[config.mk]
export PLATFORM = sky130hd
export DESIGN_NAME = rf_wb_arbiter
export DESIGN_NICKNAME = d
export VERILOG_FILES = /design/src/rtl/rf_wb_arbiter.sv
export SDC_FILE = /design/constraint.sdc
export NUM_CORES = 1
export LEC_CHECK = 0
export CORE_ASPECT_RATIO = 0.9
export CORE_UTILIZATION = 55
export CTS_CLUSTER_DIAMETER = 60
export DETAILED_ROUTE_END_ITERATION = 6
export DONT_BUFFER_PORTS = 1
export GPL_TIMING_DRIVEN = 0
export PLACE_DENSITY = 0.81
export SETUP_SLACK_MARGIN = 0.15
export SLEW_MARGIN = 20
export SYNTH_ARGS = -nofsm -noshare
export SYNTH_HDL_FRONTEND = slang
export SYNTH_SLANG_ARGS = --single-unit
[constraint.sdc]
create_clock -name clk -period 2.2 [get_ports clk]
set_clock_uncertainty 0.1 [all_clocks]
set_input_delay 0.22 -clock clk [delete_from_list [all_inputs] [get_ports clk]]
set_output_delay 0.22 -clock clk [all_outputs]
set_load 0.1 [all_outputs]
[src/rtl/rf_wb_arbiter.sv]
// rf_wb_arbiter: shares the register file write port between the in-order
// writeback stage (source A, priority) and a long-latency unit (source B).
// B is force-granted after STARVE_MAX consecutive denied cycles. A pending-write
// scoreboard tracks registers still owed by B.
// Optional feature macro: RF_WB_BYPASS_EN (zero-latency write port drive).
//
// Handshake: B presents b_valid with b_wa/b_data and holds all three stable
// until it sees b_ready high in the same cycle; a transfer happens on the
// rising edge where b_valid && b_ready. A is accepted whenever a_valid is high
// and a_stall is low; otherwise the pipeline holds its a_* inputs.
module rf_wb_arbiter #(
  parameter int STARVE_MAX = 4,
  parameter int XLEN       = 32,
  parameter int AW         = 5,
  localparam int CW        = $clog2(STARVE_MAX + 1)
) (
  input  logic            clk,
  input  logic            rst,
  input  logic            a_valid,
  input  logic [AW-1:0]   a_wa,
  input  logic [XLEN-1:0] a_data,
  output logic            a_stall,
  input  logic            b_valid,
  input  logic [AW-1:0]   b_wa,
  input  logic [XLEN-1:0] b_data,
  output logic            b_ready,
  input  logic            alloc_valid,
  input  logic [AW-1:0]   alloc_rd,
  input  logic [AW-1:0]   chk_ra1,
  input  logic [AW-1:0]   chk_ra2,
  output logic            busy1,
  output logic            busy2,
  output logic            reg_write,
  output logic [AW-1:0]   wa,
  output logic [XLEN-1:0] data_write,
  output logic            dbg_force,
  output logic [CW-1:0]   dbg_starve_cnt
);

  localparam int NREG = 1 << AW;

  typedef enum logic {NORM = 1'b0, FORCE_B = 1'b1} state_t;

  state_t            state_q, state_d;
  logic [CW-1:0]     starve_q, starve_d;
  logic [NREG-1:0]   busy_q, busy_d;
  logic              grant_a, grant_b, grant_any, wr_en;
  logic [AW-1:0]     grant_wa;
  logic [XLEN-1:0]   grant_data;

  // Grant selection and next-state; no grants at all while reset is held.
  always_comb begin
    grant_a = 1'b0;
    grant_b = 1'b0;
    state_d = state_q;
    if (!rst) begin
      case (state_q)
        NORM: begin
          if (a_valid)      grant_a = 1'b1;
          else if (b_valid) grant_b = 1'b1;
          if (b_valid && !grant_b && starve_q == CW'(STARVE_MAX - 1))
            state_d = FORCE_B;
        end
        FORCE_B: begin
          grant_b = b_valid;
          // Either B is granted now or it dropped its request; both end the force.
          state_d = NORM;
        end
        default: state_d = NORM;
      endcase
    end
  end

  // Starvation counter: counts consecutive cycles B is requesting but denied.
  always_comb begin
    starve_d = '0;
    if (b_valid && !grant_b) starve_d = starve_q + 1'b1;
  end

  // Write-port request mux shared by registered and bypass output paths.
  always_comb begin
    grant_any  = grant_a | grant_b;
    grant_wa   = grant_b ? b_wa : a_wa;
    grant_data = grant_b ? b_data : a_data;
    wr_en      = grant_any && (grant_wa != '0);
  end

  // Scoreboard next value: B grant clears, allocate sets, set wins on a tie.
  always_comb begin
    busy_d = busy_q;
    if (grant_b) busy_d[b_wa] = 1'b0;
    if (alloc_valid && alloc_rd != '0) busy_d[alloc_rd] = 1'b1;
  end

  // State, counter and scoreboard registers.
  always_ff @(posedge clk or posedge rst) begin
    if (rst) begin
      state_q  <= NORM;
      starve_q <= '0;
      busy_q   <= '0;
    end else begin
      state_q  <= state_d;
      starve_q <= starve_d;
      busy_q   <= busy_d;
    end
  end

`ifdef RF_WB_BYPASS_EN
  // Zero-latency drive of the register file write port from the granted request.
  always_comb begin
    reg_write  = wr_en;
    wa         = grant_any ? grant_wa : '0;
    data_write = grant_any ? grant_data : '0;
  end
`else
  // One-cycle output register; address/data hold when nothing is written.
  always_ff @(posedge clk or posedge rst) begin
    if (rst) begin
      reg_write  <= 1'b0;
      wa         <= '0;
      data_write <= '0;
    end else begin
      reg_write <= wr_en;
      if (wr_en) begin
        wa         <= grant_wa;
        data_write <= grant_data;
      end
    end
  end
`endif

  // Handshake outputs, scoreboard lookups and debug view of the FSM.
  always_comb begin
    b_ready        = grant_b;
    a_stall        = a_valid && !grant_a;
    busy1          = (chk_ra1 != '0) && busy_q[chk_ra1];
    busy2          = (chk_ra2 != '0) && busy_q[chk_ra2];
    dbg_force      = (state_q == FORCE_B);
    dbg_starve_cnt = starve_q;
  end

endmodule

==> After elaboration in Yosys (flattened, before gate mapping) <==
Cells that the tools add are included.
{ "op_classes": {"order_cmp": 6, "bitwise_logic": 5, "n_addsub": 1, "n_div": 0, "n_mux": 24, "n_shift": 0, "n_reduce_logical": 17, "n_eq_ne": 1, "mul": 0} }
{ "op_table": {"columns": ["op", "count"], "rows": [
  ["$mux W32", 3],
  ["$and A32 B32 Y32", 1],
  ["$not A32 Y32", 1],
  ["$or A32 B32 Y32", 1],
  ["$lt A5 B6 Y1 const B", 4],
  ["$reduce_bool A5 Y1", 4],
  ["$mux W1", 13],
  ["$bmux W1 S5", 2],
  ["$demux W1 S5", 2],
  ["$ge A5 B1 Y1 const B", 2],
  ["$logic_and A1 B1 Y1", 10],
  ["$mux W5", 1],
  ["$pmux W1 S2", 2],
  ["$add A3 B1 Y3 const B", 1],
  ["$eq A3 B2 Y1 const B", 1],
  ["$logic_not A1 Y1", 3],
  ["$mux W3", 1],
  ["$not A1 Y1", 1],
  ["$or A1 B1 Y1", 1]
]} }
{ "totals": {"wordCells": 60, "n_memories": 0, "ram_bits": 0, "regBits": 74, "mem_bits_ro": 0, "latchBits": 0} }

==> Logic depth before layout (Yosys ltp) <==
Gate-level depths: netlist (run 1).
{ "logic_depth": {"ltp_word": 9, "mapped_depth": 7} }

==> Least setup slack after synthesis (run 1) <==
Ideal clock, no wire load.
{ "synth_path": {"kind": "input -> register", "startpoint": "input rst", "endpoint": "register data_write[10]", "t_required_ps": 1974, "n_path_buf": 1, "arrival_ps": 3148, "slack_ps": -1175, "setup_ps": 126, "path_stages": 5, "path_cell_list": "inv_1 > o21ai_2 > a211oi_4 > buf_12 > mux2_4"} }
{ "synth_via": {"elab_chain_cells": 4} }
{ "synth_rtl": {"columns": ["element", "line_no", "source"], "rows": [
  ["start: declaration", "18", "input logic rst,"],
  ["$mux W1", "56", "if (!rst) begin"],
  ["$mux W5", "83", "grant_wa = grant_b ? b_wa : a_wa;"],
  ["$reduce_bool A5 Y1", "85", "wr_en = grant_any && (grant_wa != '0);"],
  ["$logic_and A1 B1 Y1", "85", null],
  ["end signal: assignment", "126", "data_write <= grant_data;"],
  ["end: declaration", "35", "output logic [XLEN-1:0] data_write,"]
]} }
Parallel ways exist; a longest one is shown, timed or not.
A chain may end at the register's enable or synchronous reset.

==> Worst setup path after layout (run 1) <==
{ "layout_path": {"startpoint": "register state_q (netlist: dbg_force)", "endpoint": "register data_write[1]"} }
{ "layout_via": {"elab_chain_cells": 6} }
{ "layout_rtl": {"columns": ["element", "line_no", "source"], "rows": [
  ["start: declaration", "44", "state_t state_q, state_d;"],
  ["start signal: assignment", "102", "state_q <= state_d;"],
  ["$not A1 Y1", null, null],
  ["$pmux W1 S2", "57", "case (state_q)"],
  ["$mux W1", "56", null],
  ["$mux W5", "83", null],
  ["$reduce_bool A5 Y1", "85", null],
  ["$logic_and A1 B1 Y1 *", "85", null],
  ["named net wr_en", "47", "logic grant_a, grant_b, grant_any, wr_en;"]
]} }
Mark *: on every way through the listed nets, which the timed path passes. The rest lies on a longest branch.

==> qor.csv, run 1 <==
metric,value,unit
status,"complete, but fails checks",
failing checks,"negative hold slack, negative setup slack",
fin area,0.00559,mm²
synth warn,0,
post-synthesis mux area share,28.0,%
DP Worst Slack,-0.377,ns
final hold viol count,2,
Synth area leader,dfrtp_1,
measured slew at the worst slew-check pin,0.951,ns
Synth Instances,364,
Sw Pwr,2.07,mW
CTS tree,yes,
DRT iter0 DRCs,254,
"top cells by count, synth","73 x dfrtp_1, 64 x o21ai_0, 39 x mux2_2",
Hold Crit Class,in -> reg,
Max H-tree Level,3,
R2R Setup Slk,-0.08,ns
P&R area growth vs syn,31.0,%
largest net degree at the start of global routing,33,
IO Port Bufs,0,
clock share of power,22.9,%
DP Area,0.00451,mm²
Overall Global Routing Usage,30.3,%
Synth Area in Compound Gates,14.0,%
overall power,4.83,mW
sw frac,42.8,%
path depth of the worst reg2reg path,8,
CP Launch Type,flop,
"Slew Viols, Final",0,
I/O pins,140,
total congestion overflow,0,
Seq pwr share,55.1,%
initial antenna violation count,0,
Worst Slack Setup Final,-0.0808,ns
global-route wire length before repair,18400,µm
Avg WL per Cell,22.7,µm
syn nets,460,
Core Area,0.00751,mm²
Synth async-reset ratio,100,%
XOR/XNOR share of the synthesized area,0,%
crit path capture type,flop,
setup TNS,-1.21,ns
DRT Wirelength,12000,µm
Nets,525,
clk_lat worst skew,0.36,ns
fin crit share,104,%
CTS sink count,73,
share of post-route cells with drive strength above 1,39.9,%
Via density,6.52,
Yosys top cell area share,42.8,%
DRC Markers,0,
Tmin final,2.28,ns
main combinational cell family by area after synthesis,multiplexers,
sequential share of the synthesized area,42.8,%
Combinational Power Share,22.0,%
clock root buffer,clkbuf_8,
chip height,85.5,µm
Inserted Diodes,0,
WP data arrival,2.42,ns
ANT nets after route,0,
Final setup viols,21,
Crit Path Category,reg -> reg,
"Clk pin slew, worst setup/hold paths",0.08,ns
mapped cell area,0.00426,mm²
Pint,2.76,mW
GP Congestion,0.848,
via count,3455,
Peak Freq,438,MHz
Synth Area in Adders,0.587,%
Synth Area per Inst,11.7,µm²
DIE WIDTH,94.8,µm
fill count,472,
Slew headroom,36.6,%
Worst Path Max Fanout,7,
Max Cap Viol,0,
Cells on Worst Hold Path,2,
Peak VDD IR,0.700,mV
Leakage,2.33,nW
Std-Cell Rows,30,
number of synthesized register bits,73,
pwr/cell area,864,mW/mm²
Area contributors post-synth,"dfrtp_1 43%, mux2_2 10%, mux2_4 10%, o21ai_0 7.5%, mux2i_1 3.8%",
ys flop type,dfrtp_1,
Synth Area in Simple Gates,10.7,%
WHS,-0.00457,ns
Post-DP HPWL,7430,µm
Longest Clk Path Bufs,2,
total die area,0.00811,mm²
first drt pass iteration count,4,
"Distinct cells, synth",55,
critical path required time,2.33,ns
final core utilization,74.4,%
vias in the first global route,3434,
initial core utilization,56.8,%
RSZ-0062 raised after global routing,yes,
Post-synth EDFFs,0,
"count leader, synth",dfrtp_1,
cts bufs inserted,9,
==> worst paths after layout <==
kind,startpoint,end
setup / recovery,dbg_force$_DFFE_PP0N_,data_write[1]$_DFFE_PP0P_
hold / removal,alloc_rd[4],busy_q[30]$_DFF_PP0_
setup reg to reg,dbg_force$_DFFE_PP0N_,data_write[1]$_DFFE_PP0P_
hold reg to reg,busy_q[31]$_DFF_PP0_,busy_q[31]$_DFF_PP0_
max in group asynchronous,rst,dbg_force$_DFFE_PP0N_
min in group asynchronous,rst,data_write[8]$_DFFE_PP0P_
==> final cells by class <==
class	count	area, µm²	share of cell area [%]
timing repair buffer	54	734	13.1
multi-input combinational	264	2430	43.4
sequential	73	1830	32.8
inverter	8	46.3	0.828
buffer	19	224	4.01
clock buffer	11	151	2.71
clock inverter	5	53.8	0.963
tap	96	120	2.15
==> stage by stage <==
stage | instances | hold WS (ns)
final | 530 | -0.00457
after global placement | 460 | 0.226
after floorplan | 364 | 0.218
after CTS | 520 | 0.00331
after detailed placement | 464 | -0.00737
after global routing | 530 | 0.00526
==> sequential cells by signal, indices dropped and copies added, names as in the netlist <==
signal          cells
busy_q             31
data_write         32
dbg_force           1
dbg_starve_cnt      3
reg_write           1
wa                  5
==> power groups by stage <==
stage	sequential (mW)	combinational, mW	clock, mW
6_report	2.66	1.06	1.10
5_1_grt	2.68	1.14	1.19
4_1_cts	2.64	1.01	1.10
3_5_place_dp	2.67	0.826	0
3_3_place_gp	2.66	0.772	0
2_1_floorplan	2.58	0.692	0
==> what timing repair did <==
| action | in CTS | in global routing |
|---|---|---|
| endpoints found under the hold margin | 92 | 2 |
| hold buffers | 17 | 3 |
| buffers inserted | 17 | 7 |
| gates cloned | 6 | 0 |
| resized for setup | 48 | 30 |
| endpoints found under the setup margin | 45 | 53 |
| pin swaps | 8 | 5 |
==> critical path: stages, from the launching register on <==
cell and delay [ns]:
dfrtp_4 0.64, nor2b_1 0.18, buf_4 0.18, o21ai_4 0.07
a211oi_4 0.26, buf_12 0.18, buf_12 0.12, buf_12 0.11
mux2_4 0.30
==> per-layer routing <==
layer / vias up / global-route usage, % / part of all wire, %
met5: - / 0 / 0
met4: 0 / 9.64 / 2.3
met3: 25 / 10.3 / 8.1
met2: 179 / 47.0 / 49
met1: 1735 / 40.3 / 41
li1: 1516 / - / -
==> placed cells by master, fill, tap and decap left out, types with 9 or more instances in the layout <==
cell,n
buf_12,15
buf_4,15
clkbuf_8,11
dfrtp_1,72
dlygate4sd3_1,18
mux2_2,23
mux2_4,45
mux2i_1,16
nand2_1,12
nor2_1,9
o21ai_0,49
o21ai_1,10
==> logic make-up after synthesis <==
| kind of cell | count (synthesis) |
|---|---|
| and+or+nand+nor | 75 |
| AOI/OAI and AO/OA | 96 |
| buffers and inverters | 27 |
| DFF | 73 |
| adders and majority gates | 2 |
| muxes | 91 |
(Power assumes the default switching activity.)
==> run 2, diff against run 1 <==
--- a/config.mk
+++ b/config.mk
@@ -5,6 +5,7 @@
 export SDC_FILE = /design/constraint.sdc
 export NUM_CORES = 1
 export LEC_CHECK = 0
+export ABC_CLOCK_PERIOD_IN_PS = 2200
 export CORE_ASPECT_RATIO = 0.9
 export CORE_UTILIZATION = 55
 export CTS_CLUSTER_DIAMETER = 60
@@ -13,7 +14,9 @@
 export GPL_TIMING_DRIVEN = 0
 export PLACE_DENSITY = 0.81
 export SETUP_SLACK_MARGIN = 0.15
+export SKIP_CTS_REPAIR_TIMING = 1
 export SLEW_MARGIN = 20
 export SYNTH_ARGS = -nofsm -noshare
 export SYNTH_HDL_FRONTEND = slang
 export SYNTH_SLANG_ARGS = --single-unit
+export TNS_END_PERCENT = 10
==> run 2 against run 1 <==
  * The run still ends with negative hold slack, negative setup slack left
  * Power shrank 1.8%
  * Global-route usage shrank 3.9 points
  * Worst setup slack lost 0.012 ns
  * Register-to-register slack gained 0.07 ns
  * Routed wire length shrank 11%
  * Die area is the same
  * First-iteration DRC count shrank 18%
  * Hold slack lost 0.019 ns
  * Critical path depth shrank 3
  * Via count shrank 5.4%
==> qor.csv, run 2 (synthesis gave the netlist of run 1 again) <==
metric,value,unit
Peak VDD IR,0.601,mV
Nets,496,
Tmin final,2.29,ns
share of post-route cells with drive strength above 1,35.8,%
IO Port Bufs,0,
RSZ-0062 raised after global routing,yes,
path depth of the worst reg2reg path,6,
Via density,6.52,
Inserted Diodes,0,
Longest Clk Path Bufs,2,
clock root buffer,clkbuf_8,
WP data arrival,1.97,ns
placed cell count,464,
first drt pass iteration count,4,
"Clk pin slew, worst setup/hold paths",0.08,ns
DRC Markers,0,
Hold Crit Class,in -> reg,
P&R area growth vs syn,17.6,%
vias in the first global route,3198,
chip height,85.5,µm
wl on met1,4500,µm
WHS,-0.0239,ns
fin crit share,104,%
Peak Freq,436,MHz
Worst Slack Setup Final,-0.0925,ns
ANT nets after route,0,
DP Area,0.00450,mm²
FF/Latch Area,0.00183,mm²
clk_lat worst skew,0.35,ns
CTS tree,yes,
CTS sink count,73,
cts bufs inserted,9,
measured slew at the worst slew-check pin,0.942,ns
most frequent cells in the layout,"72 x dfrtp_1, 54 x o21ai_0, 38 x mux2_2, 30 x mux2_4, 16 x mux2i_1",
Top reg by flops,data_write,
initial antenna violation count,0,
fin area,0.00501,mm²
routed wl met3,803,µm
Final setup viols,8,
Max Cap Viol,0,
Non-Filler Instances,501,
"commonest non-fill, non-tap cell in the layout",dfrtp_1,
final hold viol count,6,
global-route wire length before repair,16200,µm
largest net degree at the start of global routing,37,
overall power,4.74,mW
total die area,0.00811,mm²
crit path capture type,primary output,
failing checks,"negative hold slack, negative setup slack",
Cells on Worst Hold Path,2,
Post-DP HPWL,7590,µm
Crit Path Category,reg -> out,
I/O pins,140,
Leakage,2.05,nW
max reg flops,32,
initial core utilization,56.8,%
DRT iter0 DRCs,209,
DIE WIDTH,94.8,µm
CP Launch Type,flop,
via count,3269,
total congestion overflow,0,
Std-Cell Rows,30,
critical path required time,1.88,ns
"Slew Viols, Final",0,
status,"complete, but fails checks",
WL met2,5240,µm
Core Area,0.00751,mm²
Slew headroom,37.2,%
DRT Wirelength,10700,µm
pwr/cell area,945,mW/mm²
GP Congestion,0.878,
Overall Global Routing Usage,26.5,%
fill count,566,
Avg WL per Cell,21.3,µm
Max H-tree Level,3,
Worst Path Max Fanout,3,
highest routed metal layer,met4,
Multi-input gate area,0.00232,mm²
leading registers by flop count,"data_write x32, busy_q x31, wa x5",
-- run 2: per-layer routing --
| metal | global-route usage, % | vias to the layer above |
|---|---|---|
| met5 | 0 | - |
| met4 | 5.79 | 0 |
| met1 | 35.6 | 1654 |
| li1 | - | 1453 |
| met3 | 7.54 | 14 |
| met2 | 42.8 | 148 |
-- run 2: final timing paths --
| kind | start | endpoint | slack [ns] |
|---|---|---|---|
| max in group asynchronous | rst | data_write[18]$_DFFE_PP0P_ | 1.24 |
| setup / recovery | busy_q[6]$_DFF_PP0_ | busy1 | -0.09 |
| hold / removal | a_wa[4] | wa[4]$_DFFE_PP0P_ | -0.02 |
| hold reg to reg | busy_q[11]$_DFF_PP0_ | busy_q[11]$_DFF_PP0_ | 0.44 |
| min in group asynchronous | rst | wa[0]$_DFFE_PP0P_ | 0.27 |
| setup reg to reg | dbg_force$_DFFE_PP0N_ | data_write[13]$_DFFE_PP0P_ | -0.01 |
-- run 2: per-stage QoR --
step | utilization, % | setup WS [ns] | setup TNS (ns)
2_1_floorplan | - | -0.205 | -6.30
3_3_place_gp | 59.0 | -0.701 | -24.01
3_5_place_dp | 59.9 | -0.404 | -9.18
4_1_cts | 62.8 | -0.393 | -9.53
5_1_grt | 66.8 | -0.184 | -1.85
6_report | 66.8 | -0.0925 | -0.155
-- run 2: cell type report --
class	instances	area share (%)
multi-input cells	264	46.3
well taps	96	2.40
plain buffers	19	3.79
repair buffers	25	5.89
inverters	8	0.724
clock buffers	10	2.54
flip-flops and latches	73	36.5
clock inverters	6	1.82
-- run 2: report_power, final --
group,internal [mW],switching (mW),total [mW]
Combinational,0.513,0.407,0.920
Sequential,1.57,1.08,2.65
Clock,0.643,0.529,1.17
Total,2.73,2.01,4.74
-- run 2: worst max-delay path, stage by stage (launching register included) --
cell and delay (ns):
dfrtp_1 0.42, mux2i_1 0.10, a2111oi_0 0.60, a22oi_2 0.12
o211ai_1 0.15, buf_8 0.24
